--- src/rtl/fetch_queue_unit.sv ---
// Instruction-fetch front end: in-order memory reads, DEPTH-entry response FIFO, redirect flush.
// Define FETCH_BYPASS_EN to forward a response straight to decode when the FIFO is empty.
module fetch_queue_unit #(
    parameter int unsigned ADDR_W   = 32,
    parameter int unsigned INSTR_W  = 32,
    parameter int unsigned DEPTH    = 4,
    parameter int unsigned PC_INC   = 1,
    parameter int unsigned RESET_PC = 0
) (
    input  logic               clk,
    input  logic               reset,
    output logic               mem_en,
    output logic [ADDR_W-1:0]  mem_addr,
    input  logic [INSTR_W-1:0] mem_rdata,
    input  logic               mem_rvalid,
    input  logic               redirect,
    input  logic [ADDR_W-1:0]  redirect_pc,
    output logic               instr_valid,
    input  logic               instr_ready,
    output logic [INSTR_W-1:0] instr,
    output logic [ADDR_W-1:0]  instr_pc
);

    localparam int unsigned PTR_W = $clog2(DEPTH);
    localparam int unsigned CNT_W = PTR_W + 1;
    localparam int unsigned SUM_W = CNT_W + 1;

    logic [ADDR_W-1:0]  fetch_pc;
    logic [ADDR_W-1:0]  resp_pc;
    logic [PTR_W-1:0]   wr_ptr;
    logic [PTR_W-1:0]   rd_ptr;
    logic [CNT_W-1:0]   count;
    logic [CNT_W-1:0]   outstanding;
    logic [CNT_W-1:0]   discard;
    logic [INSTR_W-1:0] fifo_instr [DEPTH];
    logic [ADDR_W-1:0]  fifo_pc    [DEPTH];

    logic rsp_ok;
    logic rsp_keep;
    logic fifo_nonempty;
    logic byp;
    logic byp_take;
    logic push;
    logic pop;

    // Issue credit, response classification and decode-side view of the queue.
    always_comb begin
        rsp_ok        = mem_rvalid && (outstanding != '0);
        rsp_keep      = rsp_ok && (discard == '0) && !redirect;
        fifo_nonempty = (count != '0);
        mem_en        = !reset && !redirect &&
                        ((SUM_W'(count) + SUM_W'(outstanding)) < SUM_W'(DEPTH));
        mem_addr      = fetch_pc;
`ifdef FETCH_BYPASS_EN
        byp           = !fifo_nonempty && rsp_keep;
`else
        byp           = 1'b0;
`endif
        byp_take      = byp && instr_ready;
        push          = rsp_keep && !byp_take;
        pop           = fifo_nonempty && instr_ready;
        instr_valid   = fifo_nonempty || byp;
        instr         = '0;
        instr_pc      = '0;
        if (fifo_nonempty) begin
            instr    = fifo_instr[rd_ptr];
            instr_pc = fifo_pc[rd_ptr];
        end else if (byp) begin
            instr    = mem_rdata;
            instr_pc = resp_pc;
        end
    end

    // Control state: PCs, pointers, occupancy, in-flight and stale-response counters.
    always_ff @(posedge clk or posedge reset) begin
        if (reset) begin
            fetch_pc    <= ADDR_W'(RESET_PC);
            resp_pc     <= ADDR_W'(RESET_PC);
            wr_ptr      <= '0;
            rd_ptr      <= '0;
            count       <= '0;
            outstanding <= '0;
            discard     <= '0;
        end else begin
            outstanding <= outstanding + CNT_W'(mem_en) - CNT_W'(rsp_ok);
            if (redirect) begin
                // Everything still in flight after this cycle's response belongs to the old path.
                fetch_pc <= redirect_pc;
                resp_pc  <= redirect_pc;
                wr_ptr   <= '0;
                rd_ptr   <= '0;
                count    <= '0;
                discard  <= outstanding - CNT_W'(rsp_ok);
            end else begin
                if (mem_en) begin
                    fetch_pc <= fetch_pc + ADDR_W'(PC_INC);
                end
                if (rsp_keep) begin
                    resp_pc <= resp_pc + ADDR_W'(PC_INC);
                end
                if (rsp_ok && (discard != '0)) begin
                    discard <= discard - CNT_W'(1);
                end
                if (push) begin
                    wr_ptr <= wr_ptr + PTR_W'(1);
                end
                if (pop) begin
                    rd_ptr <= rd_ptr + PTR_W'(1);
                end
                count <= count + CNT_W'(push) - CNT_W'(pop);
            end
        end
    end

    // Entry storage; contents are only observed through count, so no reset is needed.
    always_ff @(posedge clk) begin
        if (push && !redirect) begin
            fifo_instr[wr_ptr] <= mem_rdata;
            fifo_pc[wr_ptr]    <= resp_pc;
        end
    end

endmodule
--- config.mk ---
export PLATFORM = sky130hd
export DESIGN_NAME = fetch_queue_unit
export DESIGN_NICKNAME = d
export VERILOG_FILES = /design/src/rtl/fetch_queue_unit.sv
export SDC_FILE = /design/constraint.sdc
export NUM_CORES = 1
export LEC_CHECK = 0
export BUFFER_PORTS_ARGS = -buffer_cell sky130_fd_sc_hd__buf_2
export CORE_MARGIN = 4
export CORE_UTILIZATION = 40
export CTS_CLUSTER_SIZE = 40
export DETAILED_ROUTE_END_ITERATION = 10
export HOLD_SLACK_MARGIN = 0.15
export SETUP_SLACK_MARGIN = 0.02
export SYNTH_ARGS = -nofsm -noshare
export SYNTH_HDL_FRONTEND = slang
export SYNTH_SLANG_ARGS = --single-unit
export TNS_END_PERCENT = 50
--- constraint.sdc ---
create_clock -name clk -period 9.1 [get_ports clk]
set_clock_uncertainty 0.2 [all_clocks]
set_input_delay 0.91 -clock clk [delete_from_list [all_inputs] [get_ports clk]]
set_output_delay 0.91 -clock clk [all_outputs]
set_load 0.01 [all_outputs]
==> metrics.md <==
| Metric | Value |
|---|---|
| Result of the run | `finished, final reports clean` |
| Depth of the most critical reg-to-reg path | `5` |
| Worst Setup Slack, final | `5.00 ns` |
| Max-slew violation count | `0` |
| R2r startpoint | `outstanding[2]$_DFF_PP0_` |
| Initial antenna violation count | `0` |
| Netlist area before placement | `0.0146 mm^2` |
| Critical Path End | `instr[8]` |
| Count of cell types in the netlist | `50` |
| Flop pwr share | `40.8%` |
| Placed wire-length estimate after detailed placement | `21700 um` |
| Vias | `8916` |
| Actual slew at the worst max-slew pin | `1.08 ns` |
| Largest net degree at the start of global routing | `68` |
| Kind of start point of the critical path | `register` |
| Total negative setup slack | `0 ns` |
| Clock root buffer master | `sky130_fd_sc_hd__clkbuf_16` |
| Number of buffers inserted by port buffering | `166` |
| Number of diodes | `0` |
| Number of enable-type register cells in the synthesized netlist | `256` |
| Number of endpoints failing setup at the final stage | `0` |
| Die boundary height | `199 um` |
| Die X | `199 um` |
| Logic pwr share | `24.3%` |
| Leakage dissipation | `6.10 nW` |
| Wire length of the first global-routing pass | `52600 um` |
| Critical register-to-register path endpoint | `mem_addr[23]$_DFFE_PP0P_` |
| Post-synthesis area per instance | `15.4 um^2` |
| Max_slew headroom | `27.3%` |
| Clock network fraction of total power | `34.9%` |
| Top cells by area in the synthesized netlist | `sky130_fd_sc_hd__edfxtp_1, sky130_fd_sc_hd__dfrtp_1, sky130_fd_sc_hd__mux4_2` |
| Total grt overflow | `0` |
| Maximum VDD drop | `181 uV` |
| Starting DRC count in detailed routing | `435` |
| Synth area leader | `sky130_fd_sc_hd__edfxtp_1` |
| Reg-to-reg setup timing slack | `5.84 ns` |
| Peak Freq | `244 MHz` |
| Yosys Warn Count | `0` |
| Switching power summed over all nets | `1.33 mW` |
| Max-cap viol count | `0` |
| Number of buffers created by CTS | `37` |
| Number of buffers on the longest clock path | `3` |
| Final routed wirelength across all metal layers | `33800 um` |
| Drt pass-1 iters | `5` |
| Final antenna-violating net count | `0` |
| Initial core utilization | `40.7%` |
| Number of levels in the clock H-tree | `2` |
| Total clock sinks | `333` |
| Proportion of total power due to net switching | `28.9%` |
| Power per cell area | `269 mW/mm^2` |
| DRC violations left | `0` |
| WL/cell | `21.1 um` |
| Latest clock arrival within the worst-skew pair | `0.51 ns` |
| Net Count, Synth | `1034` |
| Endpoint type of the worst setup path | `output port` |
| Overall track demand over capacity in global routing | `17.0%` |
| Setup repair after global routing missed its margin | `no` |
| Area overhead of the layout relative to synthesis | `18.0%` |
| Number of global-route vias before repair | `9212` |
| Worst setup path class | `reg -> out` |
| TritonCTS clock tree | `yes` |
| Share of Yosys cell area claimed by the top area cell type | `52.8%` |
| Resized cells post-CTS | `0` |
| Number of buffers added for setup after CTS | `0` |
| Portion of the post-synthesis area used by sequential elements | `66.1%` |
| Maximum net fanout on the critical path | `40` |
| Primary FF master, synth | `sky130_fd_sc_hd__edfxtp_1` |
| Post-synthesis async set-or-reset flop share | `23.1%` |
| Fraction of final layout cells with drive strength greater than 1 | `28.2%` |
| Arrival time reported for the critical path endpoint | `2.99 ns` |
| Die Outline Area | `0.0395 mm^2` |
| Number of cells produced by synthesis | `947` |
| Power Internal | `3.29 mW` |
| Required time reported for the critical path endpoint | `7.99 ns` |
| Critical path launch point | `rd_ptr[0]$_DFFE_PP0P_` |
| Dpl cells | `1533` |
| Period Utilization, post-route | `45.0%` |
| Final critical delay including setup and external delays | `4.10 ns` |
| Worst hold-check path type | `in -> async` |
| Number of I/O pins | `167` |
| Number of register bits inferred by synthesis | `333` |
| Std-Cell Core Area | `0.0357 mm^2` |
| Hold_buf cts | `0` |
| Routability cong. | `0.820` |
| Worst setup slack before clock tree synthesis | `5.43 ns` |
| Number of endpoints with negative hold slack in the final report | `0` |
| Number of nets at the end of the flow | `1198` |
| Number of standard cells in the final layout excluding fillers | `1600` |
| Row cnt | `69` |
| Register clock-pin slew on the reported worst setup and hold paths | `0.06 ns` |
| Via/cell ratio | `5.57` |
sequential cells by signal (all words and copies together) (netlist names):
name	cells
outstanding	3
fifo_instr	128
wr_ptr	2
mem_addr	32
discard	3
rd_ptr	2
count	3
fifo_pc	128
resp_pc	32
stage by stage:
stage	util, %	hold slack [ns]	instance area (um^2)	total power, mW
after floorplan	-	0.271	14600	2.63
after global placement	44.3	0.335	15800	3.06
after detailed placement	44.3	0.334	15800	3.07
after CTS	48.1	0.194	17200	4.70
after global routing	48.1	0.214	17200	4.87
final	48.1	0.207	17200	4.62
cell families (layout without fill, tap and decap cells):
| logic type | count (synthesis) | count (layout) | synth area share, % |
|---|---|---|---|
| DFF | 333 | 333 | 66.1 |
| and+or+nand+nor | 308 | 308 | 12.6 |
| AOI/OAI and AO/OA | 112 | 112 | 5.37 |
| muxes | 77 | 77 | 10.9 |
| buffers and inverters | 76 | 268 | 2.07 |
| xor gates and xnor gates | 23 | 23 | 1.38 |
| adders and majority gates | 18 | 18 | 1.65 |
final cells by class:
cell class                      count  area, um^2
Clock buffer                       45        1010
Inverter                           22        82.6
Timing Repair Buffer              179         928
Clock inverter                     22         318
Tap cell                          461         577
Multi-Input combinational cell    538        4640
Fill cell                        3124       18600
Sequential cell                   333        9620
critical path, stage by stage (launching register included):
cell                      delay [ns]
sky130_fd_sc_hd__dfrtp_4        0.78
sky130_fd_sc_hd__buf_4          0.74
sky130_fd_sc_hd__mux4_2         0.59
sky130_fd_sc_hd__and2_1         0.17
sky130_fd_sc_hd__buf_2          0.13
synth_stat cells (2+ instances only):
library cell and instances:
sky130_fd_sc_hd__and3_1 13, sky130_fd_sc_hd__mux2i_1 3, sky130_fd_sc_hd__o31a_1 6, sky130_fd_sc_hd__xor2_1 9, sky130_fd_sc_hd__edfxtp_1 256, sky130_fd_sc_hd__inv_1 21, sky130_fd_sc_hd__a211oi_1 23, sky130_fd_sc_hd__nand2b_1 8
sky130_fd_sc_hd__a21oi_1 10, sky130_fd_sc_hd__a31oi_1 23, sky130_fd_sc_hd__nor2_1 44, sky130_fd_sc_hd__mux2_2 10, sky130_fd_sc_hd__o311ai_0 2, sky130_fd_sc_hd__dfrtp_1 77, sky130_fd_sc_hd__xnor2_1 14, sky130_fd_sc_hd__nor4bb_1 2
sky130_fd_sc_hd__nand3_1 25, sky130_fd_sc_hd__clkbuf_1 37, sky130_fd_sc_hd__nand2_1 22, sky130_fd_sc_hd__nor3_1 16, sky130_fd_sc_hd__o311a_1 3, sky130_fd_sc_hd__and4_1 24, sky130_fd_sc_hd__or4_1 19, sky130_fd_sc_hd__or3_1 9
sky130_fd_sc_hd__nor3b_1 4, sky130_fd_sc_hd__nor4_1 16, sky130_fd_sc_hd__mux4_2 64, sky130_fd_sc_hd__o21ai_0 12, sky130_fd_sc_hd__ha_1 16, sky130_fd_sc_hd__nor2b_1 7, sky130_fd_sc_hd__and2_1 73, sky130_fd_sc_hd__nand4_1 21
sky130_fd_sc_hd__buf_2 6, sky130_fd_sc_hd__o31ai_1 25, sky130_fd_sc_hd__a21o_1 2, sky130_fd_sc_hd__o21a_1 2, sky130_fd_sc_hd__fa_1 2, sky130_fd_sc_hd__buf_1 9
power by group through the flow:
stage                     Sequential, mW  Clock (mW)  Combinational [mW]
after floorplan                     1.85           0               0.782
after global placement              1.92           0                1.15
after detailed placement            1.92           0                1.15
after CTS                           1.89        1.65                1.16
after global routing                1.91        1.71                1.25
final                               1.89        1.61                1.12
cell usage in the layout (no fill, tap or decap), types with 24 or more instances in the layout:
cell type / netlist / final
sky130_fd_sc_hd__and2_1: 73 / 69
sky130_fd_sc_hd__edfxtp_1: 256 / 256
sky130_fd_sc_hd__and4_1: 24 / 24
sky130_fd_sc_hd__nand3_1: 25 / 25
sky130_fd_sc_hd__buf_2: 6 / 166
sky130_fd_sc_hd__clkbuf_16: 0 / 39
sky130_fd_sc_hd__mux4_2: 64 / 64
sky130_fd_sc_hd__o31ai_1: 25 / 25
sky130_fd_sc_hd__nor2_1: 44 / 44
sky130_fd_sc_hd__dfrtp_1: 77 / 75
layer usage:
| layer | routed length, um | share of wire (%) | vias up | GRT usage, % |
|---|---|---|---|---|
| li1 | - | - | 4079 | - |
| met4 | 784 | 2.3 | 0 | 4.69 |
| met5 | 0 | 0 | - | 0 |
| met1 | 15200 | 45 | 4513 | 23.4 |
| met2 | 16100 | 48 | 264 | 28.1 |
| met3 | 1690 | 5.0 | 60 | 3.17 |
how the worst min path moves through the flow:
stage                            from                        to  slack (ns)  cells past startpoint
4_1_cts                         reset  outstanding[0]$_DFF_PP0_        0.19                      2
3_5_place_dp   discard[1]$_DFFE_PP0P_    discard[1]$_DFFE_PP0P_        0.33                      2
6_report                        reset  outstanding[0]$_DFF_PP0_        0.21                      2
2_1_floorplan  resp_pc[2]$_DFFE_PP0P_   fifo_pc[0][2]$_DFFE_PP_        0.27                      0
5_1_grt                         reset  outstanding[0]$_DFF_PP0_        0.21                      2
3_3_place_gp   discard[1]$_DFFE_PP0P_    discard[1]$_DFFE_PP0P_        0.34                      2
(Power assumes the default switching activity.)
